==> src/rtl/frequency_capture_sequencer.sv <==
// Sequences one capture run of the analyzer bank: clear, timed/stopped enable window,
// then reads every result through the external mux into the register file and pulses irq.
module frequency_capture_sequencer #(
    parameter int NUM_VALUES               = 6,
    parameter int CLEAR_CYCLES             = 2,
    parameter int REGISTER_WRITE_OPERATION = 2,
    parameter int REGISTER_IDLE_OPERATION  = 0
) (
    input  logic        clock,
    input  logic        reset,
    input  logic        start,
    input  logic        stop,
    input  logic [31:0] window_length,
    output logic        analyzer_clear,
    output logic        analyzer_enable,
    output logic [7:0]  value_index,
    input  logic [31:0] value_data,
    output logic [1:0]  register_operation,
    output logic [7:0]  register_number,
    output logic [31:0] register_write,
    output logic        busy,
    output logic        irq,
    output logic        timeout,
    output logic [31:0] elapsed
);

    typedef enum logic [2:0] {
        S_IDLE,
        S_CLEAR,
        S_MEASURE,
        S_SELECT,
        S_WRITE,
        S_DONE
    } state_t;

    localparam logic [7:0]  LAST_K     = 8'(NUM_VALUES);
    localparam logic [31:0] CLEAR_LAST = 32'(CLEAR_CYCLES - 1);
    localparam logic [1:0]  OP_WRITE   = 2'(REGISTER_WRITE_OPERATION);
    localparam logic [1:0]  OP_IDLE    = 2'(REGISTER_IDLE_OPERATION);

    state_t      state, state_n;
    logic [31:0] length_q, length_n;
    logic [31:0] clear_count, clear_count_n;
    logic [7:0]  k, k_n;
    logic [31:0] elapsed_n;
    logic        timeout_n;
    logic [7:0]  register_number_n;
    logic [31:0] register_write_n;
    logic        length_hit;

    // elapsed counts completed enable cycles, so elapsed == L-1 marks the L-th cycle
    assign length_hit = (length_q != 32'd0) && (elapsed == length_q - 32'd1);

    always_ff @(posedge clock) begin
        if (reset) begin
            state              <= S_IDLE;
            length_q           <= 32'd0;
            clear_count        <= 32'd0;
            k                  <= 8'd0;
            analyzer_clear     <= 1'b0;
            analyzer_enable    <= 1'b0;
            value_index        <= 8'd0;
            register_operation <= 2'd0;
            register_number    <= 8'd0;
            register_write     <= 32'd0;
            busy               <= 1'b0;
            irq                <= 1'b0;
            timeout            <= 1'b0;
            elapsed            <= 32'd0;
        end else begin
            state              <= state_n;
            length_q           <= length_n;
            clear_count        <= clear_count_n;
            k                  <= k_n;
            analyzer_clear     <= (state_n == S_CLEAR);
            analyzer_enable    <= (state_n == S_MEASURE);
            value_index        <= (state_n == S_SELECT) ? k_n : 8'd0;
            register_operation <= (state_n == S_WRITE) ? OP_WRITE : OP_IDLE;
            register_number    <= register_number_n;
            register_write     <= register_write_n;
            busy               <= (state_n != S_IDLE);
            irq                <= (state_n == S_DONE);
            timeout            <= timeout_n;
            elapsed            <= elapsed_n;
        end
    end

    // Outputs are registered from the next state so they line up with the state they describe
    always_comb begin
        state_n           = state;
        length_n          = length_q;
        clear_count_n     = clear_count;
        k_n               = k;
        elapsed_n         = elapsed;
        timeout_n         = timeout;
        register_number_n = register_number;
        register_write_n  = register_write;

        case (state)
            S_IDLE: begin
                if (start) begin
                    state_n       = S_CLEAR;
                    length_n      = window_length;
                    elapsed_n     = 32'd0;
                    clear_count_n = 32'd0;
                end
            end
            S_CLEAR: begin
                if (clear_count == CLEAR_LAST) begin
                    state_n = S_MEASURE;
                end else begin
                    clear_count_n = clear_count + 32'd1;
                end
            end
            S_MEASURE: begin
                if (elapsed != 32'hFFFF_FFFF) begin
                    elapsed_n = elapsed + 32'd1;
                end
                if (length_hit || stop) begin
                    state_n   = S_SELECT;
                    k_n       = 8'd1;
                    timeout_n = length_hit;
                end
            end
            S_SELECT: begin
                state_n           = S_WRITE;
                register_number_n = k;
                register_write_n  = value_data;
            end
            S_WRITE: begin
                if (k < LAST_K) begin
                    k_n     = k + 8'd1;
                    state_n = S_SELECT;
                end else begin
                    state_n = S_DONE;
                end
            end
            S_DONE: begin
                state_n = S_IDLE;
            end
            default: begin
                state_n = S_IDLE;
            end
        endcase
    end

endmodule

==> config.mk <==
export PLATFORM = sky130hd
export DESIGN_NAME = frequency_capture_sequencer
export DESIGN_NICKNAME = d
export VERILOG_FILES = /design/src/rtl/frequency_capture_sequencer.sv
export SDC_FILE = /design/constraint.sdc
export NUM_CORES = 1
export LEC_CHECK = 0
export ABC_CLOCK_PERIOD_IN_PS = 2550
export BUFFER_PORTS_ARGS = -buffer_cell sky130_fd_sc_hd__buf_2
export CAP_MARGIN = 30
export CORE_AREA = 2 2 139 114
export DETAILED_ROUTE_END_ITERATION = 8
export DIE_AREA = 0 0 141 116
export GPL_ROUTABILITY_DRIVEN = 0
export PLACE_DENSITY_LB_ADDON = 0.1
export REMOVE_ABC_BUFFERS = 1
export SYNTH_ARGS = -nofsm -noshare
export SYNTH_HDL_FRONTEND = slang
export SYNTH_SLANG_ARGS = --single-unit
==> constraint.sdc <==
create_clock -name clock -period 2.55 [get_ports clock]
set_input_delay 0.1275 -clock clock [delete_from_list [all_inputs] [get_ports clock]]
set_output_delay 0.1275 -clock clock [all_outputs]
set_load 0.01 [all_outputs]
; Yosys cells after proc, flatten, opt, wreduce, memory -nomap -nowiden
; Cells that the tools add are included.
[word_totals]
regBits = 162
in_bits = 68
out_inout_bits = 87
word_cells = 61
[op_classes]
add_sub_neg = 4
n_lt_le_gt_ge = 1
eq_ne = 15
muxes = 14
bitwise_logic = 1
reduce_logical = 12
[ops]
columns = operator, count
row1 = 32-bit case mux with 2 select lines, 2
row2 = 32-bit two-way mux, 3
row3 = "32-bit by 1-bit adder with 32-bit output, second input constant", 2
row4 = "32-bit by 1-bit == test with 1-bit output, second input constant", 1
row5 = 32-bit == test, 1
row6 = "32-bit != test, second input constant", 1
row7 = 32-bit nonzero test, 1
row8 = "32-bit by 1-bit subtractor with 32-bit output, second input constant", 1
row9 = 8-bit two-way mux, 2
row10 = 8-bit case mux with 2 select lines, 1
row11 = 3-bit case mux with 5 select lines, 1
row12 = "3-bit by 2-bit == test with 1-bit output, second input constant", 4
row13 = 3-bit two-way mux, 4
row14 = "3-bit == test, second input constant", 3
row15 = "8-bit by 1-bit adder with 8-bit output, second input constant", 1
row16 = "8-bit by 3-bit less-than comparator with 1-bit output, second input constant", 1
row17 = "3-bit by 1-bit == test with 1-bit output, second input constant", 2
row18 = "2-bit != test, second input constant", 3
row19 = 3-bit AND reduction, 2
row20 = 2-bit AND reduction, 2
row21 = 2-bit nonzero test, 2
row22 = 3-bit logical NOT, 1
row23 = 3-bit nonzero test, 1
row24 = 2-bit two-way mux, 1
row25 = other kinds (4), 4

; Logic depth before layout (Yosys ltp)
; Gate-level depths: netlist (run 1).
[logic_depth]
word_depth = 9
ltp_mapped = 12
depth_no_buf = 11

; Least setup slack after synthesis (run 1)
; OpenSTA, ideal clock, no wires.
[synth_path]
kind = flip-flop to flip-flop
from = register length_q[16]
to = register k[3]
setup_ns = 0.115
arrival_ns = 2.613
t_required_ns = 2.435
setup_slack_ns = -0.178
stages_incl_launch_ff = 11
path_buffers = 1
period_less_slack_ns = 2.728
cell_sequence = dfxtp_1 > buf_2 > or4_1 > or3_1 > nor3_1 > xnor2_1 > nand4_1 > nor4_4 > and4b_1 > nor3b_2 > and2_1
[synth_between]
elab_chain_cells = 6
word_cells_on_any_way = 7
classes_between = add/sub (1) / eq/ne (1) / mux (2) / reduce/logical (3)
[synth_rtl]
columns = item, line_no
row1 = start: declaration, 42  ; logic [31:0] length_q, length_n;
row2 = start signal: assignment, 72  ; length_q <= length_n;
row3 = 32-bit by 1-bit subtractor with 32-bit output, 52  ; assign length_hit = (length_q != 32'd0) && (elapsed == length_q - 32'd1);
row4 = 32-bit == test, 52
row5 = 1-bit logical AND *, 52
row6 = 1-bit logical OR *, 119  ; if (length_hit || stop) begin
row7 = 8-bit two-way mux *, 119
row8 = 8-bit case mux with 2 select lines *, 99  ; case (state)
row9 = end signal: assignment, 74  ; k <= k_n;
row10 = end: declaration, 44  ; logic [7:0] k, k_n;
; Every way passes the cells marked *; elsewhere a longest branch is shown, timed or not.
; A chain may end at the register's enable or synchronous reset.

; Worst setup path after layout (run 1)
[layout_path]
from = register length_q[7]
to = register analyzer_clear
[layout_between]
elab_chain_cells = 7
word_cells_on_any_way = 8
classes_between = add/sub (1) / eq/ne (2) / mux (2) / reduce/logical (3)
[layout_rtl]
columns = item, line_no
row1 = 32-bit by 1-bit subtractor with 32-bit output, 52
row2 = 32-bit == test, 52
row3 = 1-bit logical AND *, 52
row4 = 1-bit logical OR *, 119
row5 = 3-bit two-way mux *, 119
row6 = 3-bit case mux with 5 select lines *, 99
row7 = 3-bit by 1-bit == test with 1-bit output *, 75  ; analyzer_clear <= (state_n == S_CLEAR);
row8 = end signal: assignment, 75
row9 = end: declaration, 14  ; output logic analyzer_clear,
; Marked as above.

==> impl_metrics.ini, run 1 <==
[global_routing]
grt_first_pass_wirelength_um = 32770
first_global_vias = 6677
grt_max_degree = 61
grt_remaining_overflow = 0
antenna_found_initial = 0
groute.usage.overall_pct = 24.90

[floorplan]
die_area_um2 = 16360
floorplan.initialDensity_pct = 49.65
number_of_primary_i_o_pins = 155
core_area_um2 = 14860
dieWidth_um = 141
row_count = 40
die_h_um = 116

[sta]
fin_hold_ws_ns = 0.02849
worst_pin_slew_ns = 0.5861
finalClockSkew_ns = 0.01001
fmax_mhz = 355.6
postLayoutSetupSlackWorst_ns = -0.2620
final.period_utilization_pct = 110.3
timing.final.max_slew_violations = 0
setup_violations = 18
unrepaired_setup_endpoints_after_global_routing = yes
report.final.hold_viol_count = 0
timing.final.crit_period_ns = 2.812
timing.slew.headroom_pct = 60.93

[pwr]
total_power_mw = 6.402
static-leakage-power_nw = 4.408
power_density_nw_per_um2 = 617.6
ir_drop_v = 0.0005847

[drt]
detail_route.vias_per_cell = 5.207
wl_um = 20470
detail_route.drc_violations = 0
drt-initial-drc-count = 525
antenna_left = 0
vias = 7274
routed_wire_length_per_instance_um = 14.65
first_pass_iters = 6

[cells_and_area]
antenna_cells_inserted = 0
drive_above_1_share_pct = 26.32
final_common_cell = sky130_fd_sc_hd__nand2_1
area_growth_syn_to_layout_pct = 40.45
nets = 1269
finalInstanceArea_um2 = 10370
final_cell_mix = sky130_fd_sc_hd__nand2_1, sky130_fd_sc_hd__dfxtp_1, sky130_fd_sc_hd__buf_2, sky130_fd_sc_hd__nor2_1, sky130_fd_sc_hd__buf_4
layout.core_utilization_pct = 69.74

[yosys]
yosysTopAreaCell = sky130_fd_sc_hd__dfxtp_1
post_synth_num_cell_types = 57
postSynthAreaPerCell_um2 = 8.174
synth_top_flop_cell = sky130_fd_sc_hd__dfxtp_1
syn_area_um2 = 7381
synth_enable_flop_cells = 0
asyncSetResetFlopFracSynth_pct = 0
ys_seq_elements = 161
synth_sequential_area_ratio_pct = 43.67
yosysTopAreaCellShare_pct = 43.67
instance_count_of_the_mapped_netlist = 903
synth.yosys.warnings = 0
synth_top_cells_by_area = sky130_fd_sc_hd__dfxtp_1, sky130_fd_sc_hd__nand2_1, sky130_fd_sc_hd__xor2_1, sky130_fd_sc_hd__a21oi_1, sky130_fd_sc_hd__nor2_1

[clock_network]
tritoncts = built
cts_root_buffer = sky130_fd_sc_hd__clkbuf_16
clock_sinks = 161
worst_skew_pair.late_latency_ns = 0.43
ctsLongestPathBuffers = 2
cts-buffers-inserted = 17
clkTransAtPathRegs_ns = 0.06
h_tree_depth_reported_by_cts = 4

[worst_hold_path]
hold_path_class = in -> reg
hold-path-cell-count = 3

[placed_design]
placement.cell_area_um2 = 8887
port-buffer-count = 153
dp_hpwl_um = 13740

[setup_path]
r2r.worst_path.cells = 12
timing.critical_path.slowest_cell_delay_ns = 0.42
cells_traversed_along_the_worst_timing_path = nor4_4 -> buf_4 -> buf_4 -> or3b_1 -> a2111oi_4 -> o211a_1 -> o2111ai_1 -> nor4_4 -> buf_4 -> nand4b_4 -> a21oi_4 -> o211a_1
cp_common_cell = sky130_fd_sc_hd__buf_4
worst_setup_path_end_kind = register
worst_ep_arrival_time_ns = 3.18
critical_path_class = reg -> reg
critical_path_peak_fanout = 6
worstPathRequired_ns = 2.91
cpMaxStageDelayCell = sky130_fd_sc_hd__or3b_1
worst_setup_path_start_kind = register

[run]
drv.max_cap_violation_count = 0

[outcome]
run_status = finished with violations
violated_checks = negative setup slack
==> sequential cells by signal (all words and copies together) (netlist names) <==
register / count
register_write: 32
register_operation: 1
k: 8
state: 3
analyzer_enable: 1
register_number: 8
clear_count: 32
length_q: 32
timeout: 1
busy: 1
analyzer_clear: 1
elapsed: 32
irq: 1
value_index: 8
==> layer usage <==
| layer | vias up | part of all wire [%] | GRT usage [%] |
|---|---|---|---|
| li1 | 3667 | - | - |
| met1 | 3422 | 47 | 34.49 |
| met2 | 170 | 47 | 40.13 |
| met3 | 15 | 4.3 | 5.000 |
| met4 | 0 | 0.92 | 6.600 |
| met5 | - | 0 | 0 |
==> synth_stat cells (2+ instances only) <==
master	instances
sky130_fd_sc_hd__o21ai_0	12
sky130_fd_sc_hd__or2_2	2
sky130_fd_sc_hd__buf_4	2
sky130_fd_sc_hd__o31ai_1	2
sky130_fd_sc_hd__a211o_1	3
sky130_fd_sc_hd__mux2i_1	5
sky130_fd_sc_hd__and3_1	19
sky130_fd_sc_hd__a31oi_1	4
sky130_fd_sc_hd__nor3_1	17
sky130_fd_sc_hd__and4_1	4
sky130_fd_sc_hd__a211oi_1	3
sky130_fd_sc_hd__nand2_1	178
sky130_fd_sc_hd__o21ai_1	2
sky130_fd_sc_hd__nand3b_1	3
sky130_fd_sc_hd__xnor2_1	38
sky130_fd_sc_hd__nand2b_1	4
sky130_fd_sc_hd__nor4b_1	6
sky130_fd_sc_hd__a21oi_1	92
sky130_fd_sc_hd__nor2_1	100
sky130_fd_sc_hd__or3_1	12
sky130_fd_sc_hd__a2111oi_0	2
sky130_fd_sc_hd__dfxtp_1	161
sky130_fd_sc_hd__ha_1	5
sky130_fd_sc_hd__and2_1	10
sky130_fd_sc_hd__nor2b_1	4
sky130_fd_sc_hd__nor4_1	12
sky130_fd_sc_hd__xor2_1	61
sky130_fd_sc_hd__nand3_1	28
sky130_fd_sc_hd__clkbuf_1	37
sky130_fd_sc_hd__or4_1	2
sky130_fd_sc_hd__nand4_1	23
sky130_fd_sc_hd__inv_1	8
sky130_fd_sc_hd__o211ai_1	3
sky130_fd_sc_hd__o211a_1	2
sky130_fd_sc_hd__nand4b_1	3
sky130_fd_sc_hd__nor4_4	4
sky130_fd_sc_hd__o2111ai_1	4
sky130_fd_sc_hd__mux2_2	3
sky130_fd_sc_hd__buf_2	5
==> cell type report <==
type                       instances  area (um2)
tap                              189       236.5
fill                            1220        4498
clock buffer                      20       446.7
multi-input combinational        695        4094
sequential                       161        3233
inverter                           8       30.03
clock inverter                    11       178.9
timing repair buffer             313        2147
==> what timing repair did <==
item / CTS / global route
buffers inserted: 6 / 4
resized for setup: 18 / 14
hold buffers: 64 / 0
endpoints found under the setup margin: 18 / 32
cloned: 0 / 0
pin swaps: 15 / 8
hold endpoints to repair: 64 / 0
==> logic make-up (layout without fill, tap and decap cells) <==
family / Yosys count / after routing / synth area share, %
AOI/OAI and AO/OA: 138 / 138 / 10.88
xor gates and xnor gates: 99 / 99 / 11.75
adders and majority gates: 5 / 5 / 0.8476
buffers and inverters: 52 / 352 / 2.831
DFF: 161 / 161 / 43.67
muxes: 8 / 8 / 1.136
other: 1 / 6 / 0.05081
and+or+nand+nor: 439 / 439 / 28.84
==> stage by stage <==
stage / setup slack (ns) / std cells / TNS (ns)
floorplan: -2.330 / 864 / -159.53
global placement: -0.1905 / 1292 / -2.405
detailed placement: -0.2761 / 1292 / -3.840
CTS: -0.1506 / 1393 / -1.924
global route: -0.4246 / 1397 / -6.007
finish: -0.2620 / 1397 / -3.613
==> worst paths after layout <==
| check | start | to | slack [ns] |
|---|---|---|---|
| min | stop | k[0]$_SDFF_PP0_ | 0.03 |
| min reg2reg | register_write[20]$_SDFFE_PP0N_ | register_write[20]$_SDFFE_PP0N_ | 0.45 |
| max reg2reg | length_q[7]$_SDFFE_PP0P_ | analyzer_clear$_SDFF_PP0_ | -0.26 |
| max | length_q[7]$_SDFFE_PP0P_ | analyzer_clear$_SDFF_PP0_ | -0.26 |
==> critical path: cells and delay by family (launching register included) <==
kind                   cells  cell delay [ns]
AO/OA/AOI/OAI              5             1.06
buffers and inverters      3             0.45
flip-flops                 1             0.37
AND/OR/NAND/NOR            4             0.86
==> power by group <==
part | total [mW] | internal [mW] | switching, mW
sequential | 2.62 | 2.57 | 0.0466
combinational | 1.07 | 0.526 | 0.544
clock | 2.71 | 1.67 | 1.04
total | 6.40 | 4.77 | 1.63
No activity file was read; power rests on OpenSTA's default activity.
==> run 2: changes to the inputs <==
==> constraint.sdc (replaced) <==
create_clock -name clock -period 2.55 [get_ports clock]
set_input_delay 0.3825 -clock clock [delete_from_list [all_inputs] [get_ports clock]]
set_output_delay 0.3825 -clock clock [all_outputs]
set_load 0.01 [all_outputs]
==> run 2 against run 1 <==
  * Sequential power hardly changed
  * Wire length is 5.8% lower
  * Critical endpoint unchanged
  * The flow still finishes with violations (negative setup slack)
  * Global-route usage is 1.4 points lower
==> impl_metrics.ini, run 2 (synthesis gave the netlist of run 1 again) <==
[setup_path]
cells_traversed_along_the_worst_timing_path = or4_4 -> or3_4 -> nor3_4 -> xnor2_1 -> nand4_1 -> nor4_4 -> buf_4 -> nand4b_4 -> a21oi_4 -> o211a_1
timing.critical_path.slowest_cell_delay_ns = 0.53
worst_ep_arrival_time_ns = 3.14
critical_path.reg2reg.startpoint = length_q[16]$_SDFFE_PP0P_
r2r.worst_path.cells = 10
worst_setup_path_start_kind = register
worstPathRequired_ns = 2.92
critical_path_peak_fanout = 6
cpMaxStageDelayCell = sky130_fd_sc_hd__or4_4
critical_path_class = reg -> reg
worst_setup_path_end_kind = register
reg2reg_to = analyzer_clear$_SDFF_PP0_
ff2ff_setup_slack_ns = -0.22

[floorplan]
row_count = 40
core_area_um2 = 14860
dieWidth_um = 141
die_area_um2 = 16360
die_h_um = 116
number_of_primary_i_o_pins = 155
floorplan.initialDensity_pct = 49.65

[cells_and_area]
drive_above_1_share_pct = 28.47
area_growth_syn_to_layout_pct = 31.14
antenna_cells_inserted = 0
layout.core_utilization_pct = 65.12
final.fill_count = 1348
finalInstanceArea_um2 = 9679
area.sequential_um2 = 3232
final_common_cell = sky130_fd_sc_hd__nand2_1
nets = 1205
final_cell_mix = sky130_fd_sc_hd__nand2_1, sky130_fd_sc_hd__dfxtp_1, sky130_fd_sc_hd__buf_2, sky130_fd_sc_hd__nor2_1, sky130_fd_sc_hd__buf_4
multiInputGateArea_um2 = 4135

[sta]
postLayoutSetupSlackWorst_ns = -0.2161
timing.final.crit_period_ns = 2.766
fmax_mhz = 361.5
finalClockSkew_ns = 0.01015
worst_pin_slew_ns = 0.5445
timing.slew.headroom_pct = 63.70
setup_violations = 18
report.final.hold_viol_count = 0
final.period_utilization_pct = 108.5
timing.final.max_slew_violations = 0
unrepaired_setup_endpoints_after_global_routing = yes

[drt]
detail_route.vias_per_cell = 5.174
antenna_left = 0
wl_um = 19290
routed_wire_length_per_instance_um = 14.46
drt-initial-drc-count = 425
detail_route.drc_violations = 0
vias = 6902
first_pass_iters = 5

[global_routing]
groute.usage.overall_pct = 23.53
grt_remaining_overflow = 0
grt_first_pass_wirelength_um = 30960
antenna_found_initial = 0
grt_max_degree = 61
first_global_vias = 6322

[placed_design]
pre_cts_slack_ns = -0.2572
placement.cell_area_um2 = 8895
port-buffer-count = 153
dp_hpwl_um = 13910

[clock_network]
cts_root_buffer = sky130_fd_sc_hd__clkbuf_16
ctsLongestPathBuffers = 2
worst_skew_pair.late_latency_ns = 0.43
tritoncts = built
h_tree_depth_reported_by_cts = 4
clock_sinks = 161
cts-buffers-inserted = 17
clkTransAtPathRegs_ns = 0.07

[pwr]
ir_drop_v = 0.0005265
power_density_nw_per_um2 = 615.4
static-leakage-power_nw = 4.105

[outcome]
run_status = finished with violations
violated_checks = negative setup slack

[worst_hold_path]
hold_path_startpoint = window_length[5]
min_delay_worst_endpoint = length_q[5]$_SDFFE_PP0P_
hold-path-cell-count = 3
hold_path_class = in -> reg

[run]
drv.max_cap_violation_count = 0
-- run 2: cell types whose count changed in the layout (fill, tap and decap cells not counted), sizes merged --
cell         previous run  this run
clkinv                  2         6
clkinvlp                2         4
inv                    11        12
clkbuf                 20        18
dlygate4sd3            64         0
bufinv                  4         0
-- run 2: worst max-delay path, delay by kind of cell (launching register included) --
kind | cells | cell delay (ns)
and+or+nand+nor | 6 | 1.72
AOI/OAI and AO/OA | 2 | 0.36
DFF | 1 | 0.31
buffers and inverters | 1 | 0.17
xor gates and xnor gates | 1 | 0.13
-- run 2: area by class of cell --
cell class,count,share of cell area [%]
clock buffer,18,4.434
tap,189,2.443
inverter,8,0.3102
multi-input combinational,695,42.72
timing repair buffer,249,15.60
clock inverter,14,1.099
sequential,161,33.39
-- run 2: through the flow --
step	std cells	hold slack [ns]	TNS (ns)	power, mW
after detailed placement	1293	0.4430	-3.474	3.554
final	1334	0.1796	-2.607	5.957
after global routing	1334	0.1694	-5.015	6.190
after global placement	1293	0.4390	-2.321	3.548
after floorplan	864	0.4338	-159.53	3.164
after CTS	1330	0.1687	-2.279	5.920
-- run 2: metal layers --
metal | track usage, % | vias to the layer above | wire length, um
li1 | - | 3536 | -
met1 | 32.64 | 3208 | 9409
met2 | 37.30 | 138 | 8825
met3 | 5.868 | 20 | 844
met4 | 5.533 | 0 | 208
met5 | 0 | - | 0
-- run 2: how the worst max path moves through the flow --
stage,startpoint,endpoint
final,length_q[16]$_SDFFE_PP0P_,analyzer_clear$_SDFF_PP0_
after global placement,length_q[6]$_SDFFE_PP0P_,analyzer_clear$_SDFF_PP0_
after floorplan,state[1]$_SDFF_PP0_,elapsed[25]$_SDFFE_PP0P_
after CTS,length_q[7]$_SDFFE_PP0P_,analyzer_clear$_SDFF_PP0_
after detailed placement,length_q[6]$_SDFFE_PP0P_,analyzer_clear$_SDFF_PP0_
after global routing,length_q[16]$_SDFFE_PP0P_,analyzer_clear$_SDFF_PP0_
-- run 2: report_power, final --
group          leakage, nW  internal, mW  switching [mW]
sequential            1.31          2.57          0.0473
combinational         2.54         0.462           0.526
clock                0.253          1.25            1.09
total                 4.10          4.29            1.67
-- run 2: what timing repair did --
| action | 4_1_cts | 5_1_grt |
|---|---|---|
| endpoints found under the setup margin | 18 | 39 |
| buffers inserted | 5 | 4 |
| pin swaps | 16 | 14 |
| gates resized for setup | 18 | 21 |
| hold buffers | 0 | 0 |
